--- config.mk ---
export PLATFORM = sky130hd
export DESIGN_NAME = relu_pack
export DESIGN_NICKNAME = d
export VERILOG_FILES = /design/src/rtl/relu_pack_pkg.sv /design/src/rtl/relu_quant.sv /design/src/rtl/relu_pack.sv
export SDC_FILE = /design/constraint.sdc
export NUM_CORES = 1
export LEC_CHECK = 0
export ABC_AREA = 1
export CORE_MARGIN = 8
export CORE_UTILIZATION = 56
export DETAILED_ROUTE_END_ITERATION = 10
export PLACE_DENSITY_LB_ADDON = 0.1
export SYNTH_ARGS = -nofsm -noshare
export SYNTH_HDL_FRONTEND = slang
export SYNTH_SLANG_ARGS = --single-unit
--- constraint.sdc ---
create_clock -name clk -period 3.6 [get_ports clk]
set_clock_uncertainty 0.05 [all_clocks]
set_input_delay 0.36 -clock clk [delete_from_list [all_inputs] [get_ports clk]]
set_output_delay 0.36 -clock clk [all_outputs]
set_load 0.02 [all_outputs]
--- src/rtl/relu_pack_pkg.sv ---
// Shared types and helpers for the ReLU/quantise/pack layer stages.
// Element typedefs use the default layer widths; wider users size their own.
package relu_pack_pkg;

  localparam int BIT_SIZE      = 8;
  localparam int OUT_BIT_SIZE  = 4;
  localparam int NUM_OF_NERVES = 4;
  localparam int IDX_W         = $clog2(NUM_OF_NERVES + 1);

  typedef logic signed [BIT_SIZE-1:0] total_t;
  typedef logic [OUT_BIT_SIZE-1:0]    elem_t;

  function automatic int idx_width(input int n);
    return $clog2(n + 1);
  endfunction

  // ReLU, round-half-up right shift, unsigned saturation to out_bits.
  // Works on a 32-bit container so callers of any width up to 31 bits can share it.
  function automatic logic [31:0] quantize(input logic signed [31:0] x,
                                           input int shift,
                                           input int out_bits);
    logic [32:0] sum;
    logic [31:0] y;
    logic [31:0] max_v;
    if (x < 0) return '0;
    sum = {1'b0, x};
    if (shift > 0) sum = sum + (33'd1 << (shift - 1));
    y     = 32'(sum >> shift);
    max_v = (32'd1 << out_bits) - 32'd1;
    return (y > max_v) ? max_v : y;
  endfunction

endpackage

--- src/rtl/relu_quant.sv ---
// Combinational element converter: signed BitSize total to saturated unsigned OutBitSize.
module relu_quant
  import relu_pack_pkg::*;
#(
  parameter int BitSize    = 8,
  parameter int OutBitSize = 4,
  parameter int Shift      = 2
) (
  input  logic [BitSize-1:0]    in_data,
  output logic [OutBitSize-1:0] q
);

  assign q = OutBitSize'(quantize(32'(signed'(in_data)), Shift, OutBitSize));

endmodule

--- src/rtl/relu_pack.sv ---
// Quantises a serial stream of accumulated totals and packs each group into
// one parallel vector offered downstream through a valid/ready register.
module relu_pack
  import relu_pack_pkg::*;
#(
  parameter int BitSize     = 8,
  parameter int OutBitSize  = 4,
  parameter int NumOfNerves = 4,
  parameter int Shift       = 2
) (
  input  logic                                   clk,
  input  logic                                   res_n,
  input  logic                                   in_valid,
  input  logic                                   in_start,
  input  logic [BitSize-1:0]                     in_data,
  output logic                                   out_valid,
  input  logic                                   out_ready,
  output logic [NumOfNerves-1:0][OutBitSize-1:0] out_data,
  output logic                                   err,
  output logic                                   err_sticky
);

  localparam int IdxW = idx_width(NumOfNerves);
  localparam logic [IdxW-1:0] IDX_IDLE = IdxW'(NumOfNerves);
  localparam logic [IdxW-1:0] IDX_LAST = IdxW'(NumOfNerves - 1);

  logic [IdxW-1:0]                         idx;
  logic [NumOfNerves-1:0][OutBitSize-1:0] asm_q;
  logic [NumOfNerves-1:0][OutBitSize-1:0] full_vec;
  logic [OutBitSize-1:0]                   q;
  logic grp_start, grp_cont, orphan, partial, load, accept, err_d;

  relu_quant #(
    .BitSize    (BitSize),
    .OutBitSize (OutBitSize),
    .Shift      (Shift)
  ) u_quant (
    .in_data (in_data),
    .q       (q)
  );

  always_comb begin
    grp_start = in_valid & in_start;
    grp_cont  = in_valid & ~in_start & (idx != IDX_IDLE);
    orphan    = in_valid & ~in_start & (idx == IDX_IDLE);
    partial   = grp_start & (idx != '0) & (idx != IDX_IDLE);
    load      = grp_cont & (idx == IDX_LAST);
    // A completing vector may only land if the register is free or emptying now.
    accept    = load & (~out_valid | out_ready);
    err_d     = partial | orphan | (load & ~accept);
    full_vec    = asm_q;
    full_vec[0] = q;
  end

  always_ff @(posedge clk or negedge res_n) begin
    if (!res_n) begin
      idx        <= IDX_IDLE;
      asm_q      <= '0;
      out_data   <= '0;
      out_valid  <= 1'b0;
      err        <= 1'b0;
      err_sticky <= 1'b0;
    end else begin
      if (grp_start) begin
        asm_q[NumOfNerves-1] <= q;
        idx                  <= IdxW'(1);
      end else if (grp_cont) begin
        for (int i = 0; i < NumOfNerves; i++) begin
          if (IdxW'(NumOfNerves - 1 - i) == idx) asm_q[i] <= q;
        end
        idx <= load ? IDX_IDLE : idx + IdxW'(1);
      end

      if (accept) begin
        out_data  <= full_vec;
        out_valid <= 1'b1;
      end else if (out_valid & out_ready) begin
        out_valid <= 1'b0;
      end

      err        <= err_d;
      err_sticky <= err_sticky | err_d;
    end
  end

endmodule

==> key figures, run 1 <==
Critical path
  – R2R Path Start: idx[0]$_DFFE_PN0P_
  – Worst setup SP type: input pin
  – Cell mode on critical path: nand3_1
  – Path length in cells of the critical path: 13
  – Worst reg2reg path depth: 8
  – CP max-delay cell: clkdlybuf4s50_1
  – CP bufs+invs: 1
  – Critical-path cell list: clkdlybuf4s50_1, ha_1, nand3_1, nor2_1, nand3_1, ha_1, nand2_1, nor2_1, nand2_1, nor2_1, nand3_1, nand3_1, nand2_1
  – CP endpoint kind: register
  – Crit path arrival time: 2.70 ns
  – Worst Path Max Fanout: 4
  – Slowest Stage Delay on Critical Path: ~0.53 ns
  – Setup CP Type: in -> reg
  – CP startpoint: in_data[1]
  – Top delay family on crit path: simple AND/OR/NAND/NOR gates
  – Worst path required time: 3.78 ns

Detailed routing
  – Vias: 1500
  – Routed length per placed instance: between 10 and 15 µm
  – DR pass1 iterations: 4
  – Vias/cell: 4.854
  – DRC: 0
  – Initial detailed-routing violation count: roughly 70
  – DRT antenna net count: 0
  – Routed wire length: 3486 µm

Status
  – Status: finished, final reports clean

Die
  – Row count: 20
  – # IOs: 32
  – Core area: ~3000 µm²
  – Die ar.: roughly 5300 µm²
  – Chip Width: 73.12 µm
  – Die height: 73.12 µm
  – Initial Util: 59.35%

Synthesis
  – Sequential share of the synthesized area: between 40% and 50%
  – Mapped Area: 1827 µm²
  – Syn. warnings: 0
  – Mapped Cells: 228
  – Syn nets: ~260
  – Synth unique cells: 21
  – Syn Area/Cell: 8.012 µm²
  – Flip-flop and latch count after synthesis: 34

STA
  – Period utilization: 70.14%
  – Setup TNS: 0 ns
  – Final Slew Violations: 0
  – Final hold viol count: 0
  – Max Freq: 396.0 MHz
  – Crit path time final: 2.525 ns
  – Worst Tran Pin Value: 0.5831 ns
  – Endpoints failing setup: 0
  – Slew headroom: 60.72%
  – Min Hold Slack: ~0.36 ns
  – RSZ-0062 raised after global routing: no

Final layout
  – Final Cell Area: 2226 µm²
  – P&R area growth vs syn: 21.85%
  – Final net count: 293
  – ANT cells: 0
  – Post-Layout Cell Count: 309
  – Share of layout cells above drive strength 1: a little over 7%

Clock network
  – CTS sink count: 34
  – Worst-Skew Late Latency: 0.34 ns
  – Clk buf depth: 2
  – Total CTS buffers: 5
  – Hold_buf cts: 0
  – H-Tree Depth: 2
  – Post-CTS Setup Inserts: 0
  – Root Buffer: clkbuf_4
  – Clock transition at path regs: roughly 0.11 ns
  – CTS tree: yes
  – Post-CTS sizing: 0

Pwr
  – Leakage power: 0.001136 µW
  – IR drop worst, VDD: 0.3179 mV
  – PD cells: 605.8 nW/µm²

Global route
  – Global-route wire length before repair: slightly above 6000 µm
  – Total gr overflow: 0
  – Total GRT Usage: 14.66%
  – Initial antenna violation count: 0
  – Largest net degree at the start of global routing: 35
  – Vias in the first global route: 1420

Placed design
  – Placed cells: approximately 300
  – Gpl congestion: between 0.7 and 0.8
  – HPWL Detailed: 2664 µm
  – Placed cell area: 2178 µm²
  – Port bufs: 30

Flow run
  – MaxCap Viol Count: 0

Worst hold path
  – Hold crit path type: in -> async
==> metrics by stage <==
stage	util (%)	setup slack, ns	total power, µW
after floorplan	-	1.648	926.7
after global placement	70.77	0.7861	1151
after detailed placement	70.77	0.7331	1170
after CTS	72.32	1.091	1366
after global routing	72.32	0.7961	1450
final	72.32	1.075	1348
==> logic make-up (layout without fill, tap and decap cells) <==
kind of cell	Yosys count	in the layout	synth area share, %
XOR/XNOR	3	3	1.439
AND/OR/NAND/NOR	138	138	31.17
AO/OA/AOI/OAI	7	7	3.151
flip-flops	34	34	46.64
adder cells (fa/ha/maj)	15	15	10.27
buffers and inverters	31	68	7.328
==> Yosys cell counts <==
master,n,area [µm²]
nand2_1,94,352.8
dfrtp_1,33,825.8
nand3_1,27,135.1
inv_1,26,97.59
ha_1,15,187.7
nor2_1,14,52.55
o21ai_0,3,15.01
buf_6,2,22.52
xor2_1,2,17.52
a21oi_4,1,16.27
clkbuf_1,1,3.750
dfstp_2,1,26.28
inv_2,1,3.750
inv_4,1,6.260
nand2_2,1,6.260
nor3_4,1,16.27
o211ai_1,1,7.510
o21ai_2,1,8.760
o22a_2,1,10.01
or2_2,1,6.260
xnor2_1,1,8.760
==> path summary, 6_finish.rpt <==
kind                            slack (ns)                        to
worst max-delay path                  1.07      asm_q[6]$_DFFE_PN0P_
worst min-delay path                  0.36   out_data[0]$_DFFE_PN0P_
worst max register to register        1.61   out_data[3]$_DFFE_PN0P_
worst min register to register        0.42  out_data[11]$_DFFE_PN0P_
max in group asynchronous             2.80        idx[2]$_DFFE_PN1P_
min in group clk                      0.42  out_data[11]$_DFFE_PN0P_
==> layer usage <==
| metal | global-route usage [%] | vias to the layer above | wire length [µm] | part of all wire [%] |
|---|---|---|---|---|
| met1 | 17.11 | 686 | 1576 | 45 |
| met4 | 4.889 | 0 | 44 | 1.3 |
| met3 | 4.808 | 7 | 217 | 6.2 |
| li1 | - | 777 | - | - |
| met5 | 0 | - | 0 | 0 |
| met2 | 24.53 | 30 | 1648 | 47 |
==> area by class of cell <==
class	count	area, µm²
tap	44	55.05
multi-input combinational	163	840.8
clock inverter	2	10.01
sequential	34	852.1
fill	273	852.1
clock buffer	5	37.54
inverter	28	107.6
timing repair buffer	33	322.8
==> sequential cells by signal, summed over array words and instances, names as in the netlist <==
register,cells
asm_q,12
idx,3
err,1
out_valid,1
out_data,16
err_sticky,1
==> power by group <==
part | internal (µW) | total, µW | switching [µW]
Combinational | 245 | 544 | 299
Clock | 70.1 | 193 | 123
Sequential | 530 | 611 | 81.3
==> cell usage in the layout, fill, tap and decap left out <==
master and instances:
o22a_2 1, nor2_1 14, clkdlybuf4s50_1 30, nor3_4 1, inv_2 1, o21ai_2 1, o211ai_1 1, xnor2_1 1
nand2_1 94, clkinv_2 2, inv_4 1, inv_1 26, xor2_1 2, nand3_1 27, or2_2 1, o21ai_0 3
buf_4 3, dfrtp_1 33, a21oi_4 1, dfstp_2 1, nand2_2 1, clkbuf_4 5, ha_1 15
==> worst reg2reg max path: cells and delay by family (launching register included) <==
family	cells	cell delay, ns
buffers and inverters	3	0.36
DFF	1	0.39
AOI/OAI and AO/OA	1	0.24
adders and majority gates	1	0.28
and+or+nand+nor	3	0.55
(Power assumes the default switching activity.)
==> run 2: changes to the inputs <==
--- a/config.mk
+++ b/config.mk
@@ -7,7 +7,7 @@
 export LEC_CHECK = 0
 export ABC_AREA = 1
 export CORE_MARGIN = 8
-export CORE_UTILIZATION = 56
+export CORE_UTILIZATION = 47
 export DETAILED_ROUTE_END_ITERATION = 10
 export PLACE_DENSITY_LB_ADDON = 0.1
 export SYNTH_ARGS = -nofsm -noshare
==> constraint.sdc (replaced) <==
create_clock -name clk -period 2.3 [get_ports clk]
set_clock_uncertainty 0.05 [all_clocks]
set_input_delay 0.23 -clock clk [delete_from_list [all_inputs] [get_ports clk]]
set_output_delay 0.23 -clock clk [all_outputs]
set_load 0.02 [all_outputs]
==> run 2 against run 1 <==
Critical path depth stayed put. Power is 66% higher. First-iteration DRC count is 19% lower. Highest routed layer unchanged. Via count is 2.9% higher. Design area is 8.3% higher. Critical path type unchanged. Register-to-register slack worse by 1.2 ns. Largest power group unchanged. Wire length is 1.8% higher. Core utilization is 7.0 points lower. Worst setup slack worse by 0.95 ns.
==> key figures, run 2 (synthesized netlist as in run 1, its figures left out) <==
STA
  – Max Freq: 460.3 MHz
  – PnR worst setup slack: 0.1275 ns
  – Worst Tran Pin Value: between 0.4 and 0.5 ns
  – Endpoints failing setup: 0
  – Crit path time final: ~2.2 ns
  – Final hold viol count: 0
  – RSZ-0062 raised after global routing: yes
  – Period utilization: 94.46%
  – Final Slew Violations: 0
  – Slew headroom: between 70 and 80%

Clock network
  – Total CTS buffers: 5
  – Post-CTS Setup Inserts: 0
  – H-Tree Depth: 2
  – Clock transition at path regs: 0.07 ns
  – Worst-Skew Late Latency: 0.28 ns
  – CTS sink count: 34
  – CTS tree: yes
  – Clk buf depth: 2
  – Root Buffer: clkbuf_8

Pwr
  – IR drop worst, VDD: approximately 0.42 mV
  – PD cells: 928.9 nW/µm²
  – Leakage power: ~0.0012 µW
  – Sw frac: 36.23%
  – Psw: 811.1 µW
  – Clk pwr share: between 10% and 20%
  – Internal Power: 1428 µW
  – Reg power frac: around 43%
  – Comb pwr share: 39.0%

Critical path
  – Top delay family on crit path: simple AND/OR/NAND/NOR gates
  – Slowest Stage Delay on Critical Path: 0.48 ns
  – Crit path arrival time: 2.29 ns
  – Worst path required time: 2.42 ns
  – Critical-path cell list: clkdlybuf4s50_1, ha_1, nand3_1, nor2_2, nand3_2, ha_1, nand2_1, nor2_1, nand2_1, nor2_4, nand3_4, nand3_1, nand2_1
  – CP max-delay cell: clkdlybuf4s50_1
  – CP bufs+invs: 1
  – CP endpoint kind: register
  – Worst setup SP type: input pin
  – Cell mode on critical path: nand2_1
  – Setup CP Type: in -> reg
  – Worst Path Max Fanout: 4

Final layout
  – Final net count: 302
  – Max reg flops: 16
  – P&R area growth vs syn: 31.92%
  – FF/Latch Area: 852.1 µm²
  – Share of layout cells above drive strength 1: 13.87%
  – Fillers: 361
  – Multi-input gate area: 918.4 µm²
  – Most frequent cells in the layout: nand2_1 (94), dfrtp_1 (33), clkdlybuf4s50_1 (29)
  – Largest regs: out_data (16), asm_q (12), idx (3)
  – Commonest non-fill, non-tap cell in the layout: nand2_1
  – ANT cells: 0
  – Final Cell Area: roughly 2400 µm²
  – Top reg by flops: out_data

Global route
  – Initial antenna violation count: 0
  – GR peak layer: met2
  – Total GRT Usage: 12.28%
  – Vias in the first global route: 1451
  – Grt met3 use: under 10%
  – Global-route track usage on met2: roughly 20%
  – GR Util met1: ~15%
  – Largest net degree at the start of global routing: 35
  – Total gr overflow: 0
  – Global-route wire length before repair: 6237 µm

Die
  – Chip Width: between 70 and 80 µm
  – Core area: ~3700 µm²
  – Die height: about 78 µm
  – Initial Util: 49.53%
  – Row count: 22
  – Die ar.: 6138 µm²
  – # IOs: 32

Flow run
  – MaxCap Viol Count: 0

Detailed routing
  – Vias: 1543
  – DRT antenna net count: 0
  – DR pass1 iterations: 4
  – Vias/cell: 4.792
  – Routed wire length: about 3500 µm
  – Routed length per placed instance: approximately 11 µm
  – DRC: 0
  – Initial detailed-routing violation count: 55

Placed design
  – Gpl congestion: ~0.84
  – Setup WS pre-CTS: -0.2981 ns
  – HPWL Detailed: 2673 µm
  – Placed cell area: 2251 µm²
  – Port bufs: 30

Status
  – Status: finished, final reports clean

Worst hold path
  – Hold crit path type: in -> async
run 2: changes by cell type in the layout (fill, tap and decap cells not counted), sizes merged:
| cell | before | now |
|---|---|---|
| clkdlybuf4s50 | 30 | 29 |
| buf | 3 | 12 |
| dlymetal6s2s | 0 | 1 |
run 2: layout make-up:
cell class	count	area share (%)
Clock buffer	5	2.856
Inverter	28	4.465
Sequential cell	34	35.36
Timing Repair Buffer	42	16.30
Clock inverter	2	0.4154
Tap cell	48	2.492
Multi-Input combinational cell	163	38.11
run 2: what timing repair did:
action	CTS	global route
endpoints found under the setup margin	0	16
hold endpoints to repair	0	0
gates resized for setup	0	16
hold buffers	0	0
run 2: power groups by stage:
stage | combinational (µW) | sequential (µW) | clock (µW)
final | 873 | 960 | 406
after global routing | 976 | 991 | 435
after CTS | 874 | 963 | 414
after detailed placement | 872 | 973 | 0
after global placement | 857 | 964 | 0
after floorplan | 342 | 1110 | 0
run 2: worst reg2reg max path, cell delays in order (launching register included):
cell and delay [ns]:
dfrtp_1 0.38, inv_1 0.11, ha_1 0.29, a21oi_4 0.23
inv_2 0.08, nor3_4 0.33, buf_4 0.25, nand2_1 0.07
nand2_1 0.06
run 2: metal layers:
layer  wire (µm)  up-vias  part of all wire, %
met5           0        -                    0
met4          56        0                  1.6
met3         156        5                  4.4
met2        1622       29                   46
met1        1713      712                   48
li1            -      797                    -
run 2: worst paths after layout:
check / startpoint / cells past startpoint / endpoint / slack (ns)
setup / recovery: in_data[1] / 13 / asm_q[11]$_DFFE_PN0P_ / 0.13
hold / removal: res_n / 2 / idx[1]$_DFFE_PN0P_ / 0.31
setup reg to reg: idx[0]$_DFFE_PN0P_ / 8 / out_data[13]$_DFFE_PN0P_ / 0.39
hold reg to reg: err_sticky$_DFF_PN0_ / 1 / err_sticky$_DFF_PN0_ / 0.42
max in group asynchronous: res_n / 2 / idx[2]$_DFFE_PN1P_ / 1.56
min in group clk: err_sticky$_DFF_PN0_ / 1 / err_sticky$_DFF_PN0_ / 0.42
run 2: metrics by stage:
| step | hold WS, ns | TNS (ns) | util (%) | power [µW] | instances |
|---|---|---|---|---|---|
| detailed placement | 0.4032 | -4.475 | 61.02 | 1845 | 315 |
| finish | 0.3067 | 0 | 65.33 | 2239 | 322 |
| global placement | 0.3991 | -3.637 | 61.02 | 1821 | 315 |
| CTS | 0.3193 | 0 | 63.16 | 2251 | 322 |
| floorplan | -0.1156 | 0 | - | 1450 | 228 |
| global route | 0.3434 | -0.04574 | 65.33 | 2402 | 322 |
==> run 3: changes to the inputs <==
--- a/config.mk
+++ b/config.mk
@@ -10,6 +10,8 @@
 export CORE_UTILIZATION = 47
 export DETAILED_ROUTE_END_ITERATION = 10
 export PLACE_DENSITY_LB_ADDON = 0.1
+export REMOVE_ABC_BUFFERS = 1
+export SETUP_SLACK_MARGIN = 0.15
 export SYNTH_ARGS = -nofsm -noshare
 export SYNTH_HDL_FRONTEND = slang
 export SYNTH_SLANG_ARGS = --single-unit
==> run 3 against run 2 <==
Global-route usage is 0.33 points higher. Register-to-register slack gained 0.15 ns. Sequential power grew 0.4%. Combinational power up 1%. First-iteration DRC count rose by 53%. Clock-buffer cell count stayed put. Hold slack got worse by 0.0099 ns. Core utilization rose by 3.6 points. Cell count is 0.93% higher.
==> key figures, run 3 (synthesized netlist as in run 1, its figures left out) <==
STA
  – Max Freq: 509.3 MHz
  – Final Slew Violations: 0
  – Final hold viol count: 0
  – Crit path time final: 1.963 ns
  – Slew headroom: 59.47%
  – Endpoints failing setup: 0
  – Min Hold Slack: 0.2969 ns
  – PnR worst setup slack: 0.3367 ns
  – Worst Tran Pin Value: 0.6073 ns
  – RSZ-0062 raised after global routing: no
  – Period utilization: between 80% and 90%

Pwr
  – Sw frac: 33.69%
  – PD cells: roughly 990 nW/µm²
  – Comb pwr share: 35.3%
  – Internal Power: about 1700 µW
  – Psw: 844.5 µW
  – Clk pwr share: a little over a quarter
  – Total power: 2507 µW
  – Reg power frac: 38.5%
  – Leakage power: 0.001276 µW
  – IR drop worst, VDD: roughly 0.43 mV

Detailed routing
  – Vias/cell: 4.782
  – Vias: ~1600
  – DR pass1 iterations: 4
  – Routed wire length: 3749 µm
  – DRT antenna net count: 0
  – DRC: 0
  – Routed length per placed instance: ~12 µm
  – Initial detailed-routing violation count: 84

Clock network
  – Hold_buf cts: 0
  – CTS tree: yes
  – CTS sink count: 34
  – Clk buf depth: 2
  – Root Buffer: clkbuf_8
  – H-Tree Depth: 2
  – Clock transition at path regs: ~0.070 ns
  – Worst-Skew Late Latency: 0.29 ns
  – Total CTS buffers: 5

Die
  – Core area: 3689 µm²
  – Chip Width: approximately 78 µm
  – Row count: 22
  – Die ar.: 6138 µm²
  – Initial Util: 49.53%
  – Die height: 78.35 µm
  – # IOs: 32

Final layout
  – Final Cell Area: 2541 µm²
  – Share of layout cells above drive strength 1: 18.05%
  – Top reg by flops: out_data
  – Largest regs: out_data (16), asm_q (12), idx (3)
  – Most frequent cells in the layout: nand2_1 (94), dfrtp_1 (33), inv_1 (26)
  – ANT cells: 0
  – Final net count: 304
  – P&R area growth vs syn: 39.11%
  – Commonest non-fill, non-tap cell in the layout: nand2_1
  – Max reg flops: 16
  – Post-Layout Cell Count: 325

Global route
  – Total gr overflow: 0
  – Initial antenna violation count: 0
  – Largest net degree at the start of global routing: 35
  – Vias in the first global route: 1486
  – Global-route wire length before repair: 6410 µm
  – Total GRT Usage: 12.61%

Critical path
  – Cell mode on critical path: nand2_1
  – Slowest Stage Delay on Critical Path: about 0.47 ns
  – Critical-path cell list: clkdlybuf4s50_1, buf_4, nand3_2, ha_1, nand2_1, nor2_1, nand2_1, nor2_4, nand3_4, nand3_1, nand2_1
  – CP max-delay cell: clkdlybuf4s50_1
  – CP endpoint kind: register
  – CP bufs+invs: 2
  – Worst path required time: 2.43 ns
  – Worst Path Max Fanout: 13
  – Top delay family on crit path: simple AND/OR/NAND/NOR gates
  – Crit path arrival time: 2.09 ns
  – Worst setup SP type: input pin
  – Setup CP Type: in -> reg

Placed design
  – Setup WS pre-CTS: -0.2447 ns
  – Port bufs: 30
  – HPWL Detailed: 2728 µm
  – Placed cells: 316
  – Gpl congestion: 0.7778
  – Placed cell area: 2258 µm²

Status
  – Status: finished, final reports clean

Worst hold path
  – Hold crit path type: in -> async

Flow run
  – MaxCap Viol Count: 0
-- run 3: cell type report --
| type | count | area [µm²] |
|---|---|---|
| fillers | 316 | 1147 |
| clock inverters | 3 | 68.82 |
| clock buffers | 5 | 68.82 |
| well taps | 48 | 60.06 |
| inverters | 28 | 107.6 |
| flip-flops and latches | 34 | 852.1 |
| multi-input cells | 163 | 965.9 |
| repair buffers | 44 | 417.9 |
-- run 3: what timing repair did --
action,CTS,global route
gates resized for setup,7,23
endpoints found under the setup margin,16,16
endpoints found under the hold margin,0,0
setup buffers,0,1
pin swaps,1,13
-- run 3: through the flow --
stage | TNS [ns] | util [%]
finish | 0 | 68.89
floorplan | 0 | -
detailed placement | -3.596 | 61.23
global route | 0 | 68.89
CTS | 0 | 65.77
global placement | -3.113 | 61.23
-- run 3: worst paths after layout --
check / start / to / slack, ns / cells past startpoint
max: in_data[7] / asm_q[13]$_DFFE_PN0P_ / 0.34 / 11
min: res_n / out_data[6]$_DFFE_PN0P_ / 0.30 / 2
max reg2reg: idx[0]$_DFFE_PN0P_ / out_data[0]$_DFFE_PN0P_ / 0.54 / 8
min reg2reg: err_sticky$_DFF_PN0_ / err_sticky$_DFF_PN0_ / 0.42 / 1
max in group asynchronous: res_n / idx[2]$_DFFE_PN1P_ / 1.57 / 2
min in group clk: err_sticky$_DFF_PN0_ / err_sticky$_DFF_PN0_ / 0.42 / 1
-- run 3: per-layer routing --
layer | vias to the layer above | GRT usage [%] | routed length (µm)
met5 | - | 0 | 0
met4 | 0 | 3.889 | 50
met3 | 5 | 3.645 | 190
met2 | 25 | 22.29 | 1824
met1 | 715 | 14.29 | 1683
li1 | 809 | - | -
-- run 3: worst register-to-register path: stages (launching register included) --
cell and delay (ns):
dfrtp_1 0.37, inv_1 0.10, ha_1 0.27, a21oi_4 0.23
inv_2 0.08, nor3_4 0.20, buf_4 0.22, nand3_1 0.09
nand2_1 0.09
-- run 3: power groups by stage --
stage	registers, µW	clock network, µW	logic [µW]
final	964	658	885
after global routing	994	690	985
after CTS	965	664	886
after detailed placement	973	0	878
after global placement	966	0	865
after floorplan	1110	0	334
